<file path="src/rtl/uart_frame_gen.sv">
// rtl/uart_frame_gen.sv - UART frame generator with word FIFO; optional error injection under UART_FRAME_ERR_INJ_EN
module uart_frame_gen #(
  parameter int DATA_WIDTH  = 8,
  parameter int FIFO_DEPTH  = 4,
  parameter int PRESC_WIDTH = 6
) (
  input  logic                        CLK,
  input  logic                        RST,
  input  logic [PRESC_WIDTH-1:0]      PRESCALE,
  input  logic                        PAR_EN,
  input  logic                        PAR_TYP,
  input  logic                        STOP2,
  input  logic [3:0]                  GAP_BITS,
`ifdef UART_FRAME_ERR_INJ_EN
  input  logic                        IN_PERR,
  input  logic                        IN_FERR,
`endif
  input  logic [DATA_WIDTH-1:0]       IN_DATA,
  input  logic                        IN_VALID,
  output logic                        IN_READY,
  output logic                        TX_OUT,
  output logic                        BUSY,
  output logic                        FRAME_DONE,
  output logic [$clog2(FIFO_DEPTH):0] FIFO_COUNT
);
  localparam int AW = $clog2(FIFO_DEPTH);
  localparam int IW = (DATA_WIDTH > 1) ? $clog2(DATA_WIDTH) : 1;
`ifdef UART_FRAME_ERR_INJ_EN
  localparam int WW = DATA_WIDTH + 2;
`else
  localparam int WW = DATA_WIDTH;
`endif
  localparam logic [AW:0]            DEPTH_C  = (AW+1)'(FIFO_DEPTH);
  localparam logic [IW-1:0]          LAST_BIT = IW'(DATA_WIDTH-1);
  localparam logic [PRESC_WIDTH-1:0] P_ONE    = PRESC_WIDTH'(1);

  typedef enum logic [2:0] {IDLE, START, DATA, PARITY, STOP, GAP} state_t;

  logic [WW-1:0]          mem [FIFO_DEPTH];
  logic [AW-1:0]          wr_ptr, rd_ptr;
  logic [AW:0]            count;
  logic                   push, pop;
  logic [WW-1:0]          wdata, rdata;
  logic                   perr_w, ferr_w;

  state_t                 state;
  logic [PRESC_WIDTH-1:0] cnt, presc_r, presc_eff;
  logic [IW-1:0]          bit_idx;
  logic [DATA_WIDTH-1:0]  shift_r;
  logic                   par_en_r, par_bit_r, stop2_r, stop_idx, stop1_lvl_r;
  logic [3:0]             gap_r, gap_idx;
  logic                   bit_end, last_stop, will_end;

`ifdef UART_FRAME_ERR_INJ_EN
  assign wdata  = {IN_FERR, IN_PERR, IN_DATA};
  assign perr_w = rdata[DATA_WIDTH];
  assign ferr_w = rdata[DATA_WIDTH+1];
`else
  assign wdata  = IN_DATA;
  assign perr_w = 1'b0;
  assign ferr_w = 1'b0;
`endif

  assign IN_READY   = !RST && (count < DEPTH_C);
  assign FIFO_COUNT = count;
  assign push       = IN_VALID && IN_READY;
  assign pop        = (state == IDLE) && (count != '0);
  assign rdata      = mem[rd_ptr];
  assign presc_eff  = (PRESCALE == '0) ? P_ONE : PRESCALE;
  assign bit_end    = (cnt == presc_r - P_ONE);
  // next cycle is the last cycle of the current bit
  assign will_end   = (cnt + P_ONE == presc_r - P_ONE);
  assign last_stop  = !stop2_r || stop_idx;

  // word FIFO: a full FIFO blocks the push even when a pop happens that cycle
  always_ff @(posedge CLK) begin
    if (RST) begin
      wr_ptr <= '0;
      rd_ptr <= '0;
      count  <= '0;
    end else begin
      if (push) begin
        mem[wr_ptr] <= wdata;
        wr_ptr      <= wr_ptr + AW'(1);
      end
      if (pop) rd_ptr <= rd_ptr + AW'(1);
      count <= count + (AW+1)'(push) - (AW+1)'(pop);
    end
  end

  // frame FSM with registered line, busy and done outputs
  always_ff @(posedge CLK) begin
    if (RST) begin
      state       <= IDLE;
      TX_OUT      <= 1'b1;
      BUSY        <= 1'b0;
      FRAME_DONE  <= 1'b0;
      cnt         <= '0;
      presc_r     <= P_ONE;
      bit_idx     <= '0;
      shift_r     <= '0;
      par_en_r    <= 1'b0;
      par_bit_r   <= 1'b0;
      stop2_r     <= 1'b0;
      stop_idx    <= 1'b0;
      stop1_lvl_r <= 1'b1;
      gap_r       <= '0;
      gap_idx     <= '0;
    end else begin
      FRAME_DONE <= 1'b0;
      case (state)
        IDLE: begin
          TX_OUT <= 1'b1;
          if (pop) begin
            shift_r     <= rdata[DATA_WIDTH-1:0];
            presc_r     <= presc_eff;
            par_en_r    <= PAR_EN;
            par_bit_r   <= (^rdata[DATA_WIDTH-1:0]) ^ PAR_TYP ^ perr_w;
            stop2_r     <= STOP2;
            gap_r       <= GAP_BITS;
            stop1_lvl_r <= ~ferr_w;
            cnt         <= '0;
            TX_OUT      <= 1'b0;
            BUSY        <= 1'b1;
            state       <= START;
          end
        end
        START: begin
          if (bit_end) begin
            cnt     <= '0;
            bit_idx <= '0;
            TX_OUT  <= shift_r[0];
            shift_r <= shift_r >> 1;
            state   <= DATA;
          end else cnt <= cnt + P_ONE;
        end
        DATA: begin
          if (bit_end) begin
            cnt <= '0;
            if (bit_idx == LAST_BIT) begin
              if (par_en_r) begin
                TX_OUT <= par_bit_r;
                state  <= PARITY;
              end else begin
                TX_OUT     <= stop1_lvl_r;
                stop_idx   <= 1'b0;
                FRAME_DONE <= (presc_r == P_ONE) && !stop2_r;
                state      <= STOP;
              end
            end else begin
              bit_idx <= bit_idx + IW'(1);
              TX_OUT  <= shift_r[0];
              shift_r <= shift_r >> 1;
            end
          end else cnt <= cnt + P_ONE;
        end
        PARITY: begin
          if (bit_end) begin
            cnt        <= '0;
            TX_OUT     <= stop1_lvl_r;
            stop_idx   <= 1'b0;
            FRAME_DONE <= (presc_r == P_ONE) && !stop2_r;
            state      <= STOP;
          end else cnt <= cnt + P_ONE;
        end
        STOP: begin
          if (bit_end) begin
            cnt    <= '0;
            TX_OUT <= 1'b1;
            if (!last_stop) begin
              stop_idx   <= 1'b1;
              FRAME_DONE <= (presc_r == P_ONE);
            end else if (gap_r != '0) begin
              gap_idx <= '0;
              state   <= GAP;
            end else begin
              BUSY  <= 1'b0;
              state <= IDLE;
            end
          end else begin
            cnt        <= cnt + P_ONE;
            FRAME_DONE <= last_stop && will_end;
          end
        end
        GAP: begin
          if (bit_end) begin
            cnt <= '0;
            if (gap_idx == gap_r - 4'd1) begin
              BUSY  <= 1'b0;
              state <= IDLE;
            end else gap_idx <= gap_idx + 4'd1;
          end else cnt <= cnt + P_ONE;
        end
        default: state <= IDLE;
      endcase
    end
  end
endmodule

</file>
<file path="config.mk">
export PLATFORM = sky130hd
export DESIGN_NAME = uart_frame_gen
export DESIGN_NICKNAME = d
export VERILOG_FILES = /design/src/rtl/uart_frame_gen.sv
export SDC_FILE = /design/constraint.sdc
export NUM_CORES = 1
export LEC_CHECK = 0
export CORE_MARGIN = 2
export CORE_UTILIZATION = 45
export CTS_BUF_LIST = sky130_fd_sc_hd__clkbuf_8
export DETAILED_ROUTE_END_ITERATION = 7
export PLACE_DENSITY = 0.75
export SLEW_MARGIN = 40
export SYNTH_ARGS = -nofsm -noshare
export SYNTH_HDL_FRONTEND = slang
export SYNTH_SLANG_ARGS = --single-unit
</file>
<file path="constraint.sdc">
create_clock -name CLK -period 3 [get_ports CLK]
set_clock_uncertainty 0.05 [all_clocks]
set_input_delay 0.9 -clock CLK [delete_from_list [all_inputs] [get_ports CLK]]
set_output_delay 0.9 -clock CLK [all_outputs]
set_load 0.05 [all_outputs]
</file>
==> run_results.csv <==
group,metric,value,unit
status,status,"finished, final reports clean",
global_route,grt_start_max_net_pins,54,
clocking,cts_resized,0,
yosys,yosysUniqueCellTypes,54,
place,dp.cells,515,
critical_path,cp.arrival,2.98,ns
critical_path,cp_slowest_cell,"dfxtp_1",
yosys,synth-main-ff-cell,"dfxtp_1",
timing,drv_slew,0,
critical_path,r2r-start,"presc_r[0]",
routing,vias,2947,
die,start_util,0.466,
timing,tightest_slew,0.556,ns
routing,wire_per_inst,15.0,µm
power,ir_worst_vdd,0.565,mV
clocking,tritoncts,"built",
clocking,clk_latency,0.35,ns
timing,period_needed,2.77,ns
yosys,synth_top_cell_area_share,0.245,
clocking,path_clk_slew,0.09,ns
timing,slew_headroom,0.626,
critical_path,cp_max_fo,9,
yosys,synthTopCellsByArea,"dfxtp_1 24%, edfxtp_1 24%, xnor2_1 5.1%",
timing,fin_crit_sh,0.925,
clocking,cts-root-buf,"clkbuf_8",
global_route,track_usage,0.173,
timing,rsz0062_at_grt,"false",
finish,diodes,0,
critical_path,worstSetupPathType,"reg2reg",
global_route,first_global_vias,2939,
clocking,clock-sinks,82,
clocking,h-tree-depth,3,
place,place_area,0.00452,mm²
finish,multi_input_area,0.00200,mm²
critical_path,crit_buf_inv,1,
finish,final_nets,459,
die,num_rows,34,
finish,drive_above_1_share,0.102,
timing,setup_viol,0,
critical_path,worstPathRequired,3.20,ns
routing,drc,0,
die,fp.dieArea,0.00986,mm²
power,power,0.00468,W
finish,syn_to_final_growth,15.4,%
finish,regArea,0.00196,mm²
die,fp.dieW,99.3,µm
critical_path,timing.critical_path.cells,"inv_1 > ha_1 > xnor2_1 > or3_1 > nor3_4 > and2_1 > o21ai_0 > a221oi_1",
global_route,antenna_found_initial,0,
global_route,grt_pass1_wl,13800,µm
clocking,numCtsBuffers,9,
yosys,synthCells,385,
power,power.leakage,1.73,nW
yosys,synth.avg_cell_area,10.6,µm²
clocking,clock_path_buffers,2,
yosys,synth-edff-count,32,
finish,fin_area,0.00472,mm²
yosys,synth.cells.most_frequent,"50 x dfxtp_1, 37 x nand2_1, 36 x a21oi_1",
routing,postRouteAntennaNets,0,
critical_path,startpoint_type,"register",
critical_path,cp_top_family,"simple AND/OR/NAND/NOR gates",
flow_run,maxCapViolations,0,
routing,dr.pass1.iters,4,
power,power.density,993,mW/mm²
routing,drt_wl_total,7990,µm
place,gp_congestion,0.872,
yosys,syn-num-nets,426,
finish,fillCellCount,752,
yosys,yosysMostFrequentCell,"dfxtp_1",
yosys,synth_area,0.00409,mm²
clocking,postCtsHoldBufs,0,
critical_path,crit_start,"presc_r[0]",
worst_hold_path,min-delay-start,"par_bit_r",
critical_path,cp_slowest_stage_delay,0.43,ns
place,place_hpwl,5710,µm
yosys,post-synth-top-area-cell,"dfxtp_1",
clocking,post-cts-setup-buffers,0,
critical_path,end_kind,"register",
global_route,overflow,0,
worst_hold_path,hp-class,"reg2reg",
yosys,yosysSeqAreaShare,0.480,
finish,final_cells,531,
die,core_area,0.00876,mm²
timing,hold_violations,0,
routing,viasPerCell,5.55,
yosys,ys_ff_latch,82,
routing,drt_iter0_markers,259,
place,io_buffers,30,
yosys,async_flop_share,0,
timing,max_freq,360,MHz
timing,tns,0,ns
yosys,yosysWarnings,0,
die,fp.dieH,99.3,µm
die,io_pins,31,
-- state kept, by name (all words and copies together) (netlist names), 2 cells and up, named ones only --
signal	flops
rd_ptr	2
bit_idx	3
state	3
wr_ptr	2
gap_idx	4
mem	32
cnt	6
presc_r	6
FIFO_COUNT	3
shift_r	8
gap_r	4
-- path summary, 6_finish.rpt --
check	endpoint	slack, ns	cells after the start
hold reg to reg	par_bit_r	0.41	2
setup reg to reg	state[2]	0.23	8
setup / recovery	state[2]	0.23	8
hold / removal	par_bit_r	0.41	2
-- through the flow --
stage | setup slack (ns) | util | hold WS (ns)
floorplan | 0.0567 | - | 0.377
global placement | 0.151 | 0.515 | 0.389
detailed placement | 0.0998 | 0.515 | 0.398
CTS | 0.238 | 0.538 | 0.409
global route | 0.0260 | 0.538 | 0.437
finish | 0.225 | 0.538 | 0.407
-- cells in the final DEF, fill, tap and decap left out, types with 10 or more instances in the layout --
master           netlist  routed
nand2_1               37      37
inv_1                 16      16
nor2_1                25      24
a21oi_1               36      36
o21ai_0               10      10
dfxtp_1               50      50
a311oi_1              10      10
ha_1                  16      16
edfxtp_1              32      32
clkdlybuf4s50_1        0      28
buf_4                  0      10
xnor2_1               24      24
-- cell type report --
class / count / area share
clock buffers: 9 / 0.0263
clock inverters: 7 / 0.0162
inverters: 16 / 0.0127
multi-input cells: 270 / 0.424
flip-flops and latches: 82 / 0.416
well taps: 108 / 0.0287
repair buffers: 39 / 0.0764
-- routing by layer --
layer  share of wire  up-vias  GRT usage
met5               0        -          0
met4           0.016        0     0.0632
met3           0.040       12     0.0379
met2            0.48       60      0.284
met1            0.47     1403      0.226
li1                -     1472          -
-- worst reg2reg max path, delay by kind of cell, from the launching register on --
family	cells	cell delay, ns
AND/OR/NAND/NOR	3	1.15
adder cells (fa/ha/maj)	1	0.34
AO/OA/AOI/OAI	2	0.48
flip-flops	1	0.43
XOR/XNOR	1	0.15
buffers and inverters	1	0.07
-- cells by family after synthesis --
| group | synth area share |
|---|---|
| AND/OR/NAND/NOR | 0.139 |
| XOR/XNOR | 0.0869 |
| adder cells (fa/ha/maj) | 0.0539 |
| buffers and inverters | 0.0331 |
| multiplexers | 0.0689 |
| flip-flops | 0.480 |
| AO/OA/AOI/OAI | 0.138 |
-- power by group --
part	leakage (nW)	internal (W)	switching (W)	total, W
registers	0.699	0.00135	0.000190	0.00154
logic	0.932	0.00100	0.00133	0.00233
clock network	0.0983	0.000392	0.000421	0.000813
Power figures use the tool's default switching activity.
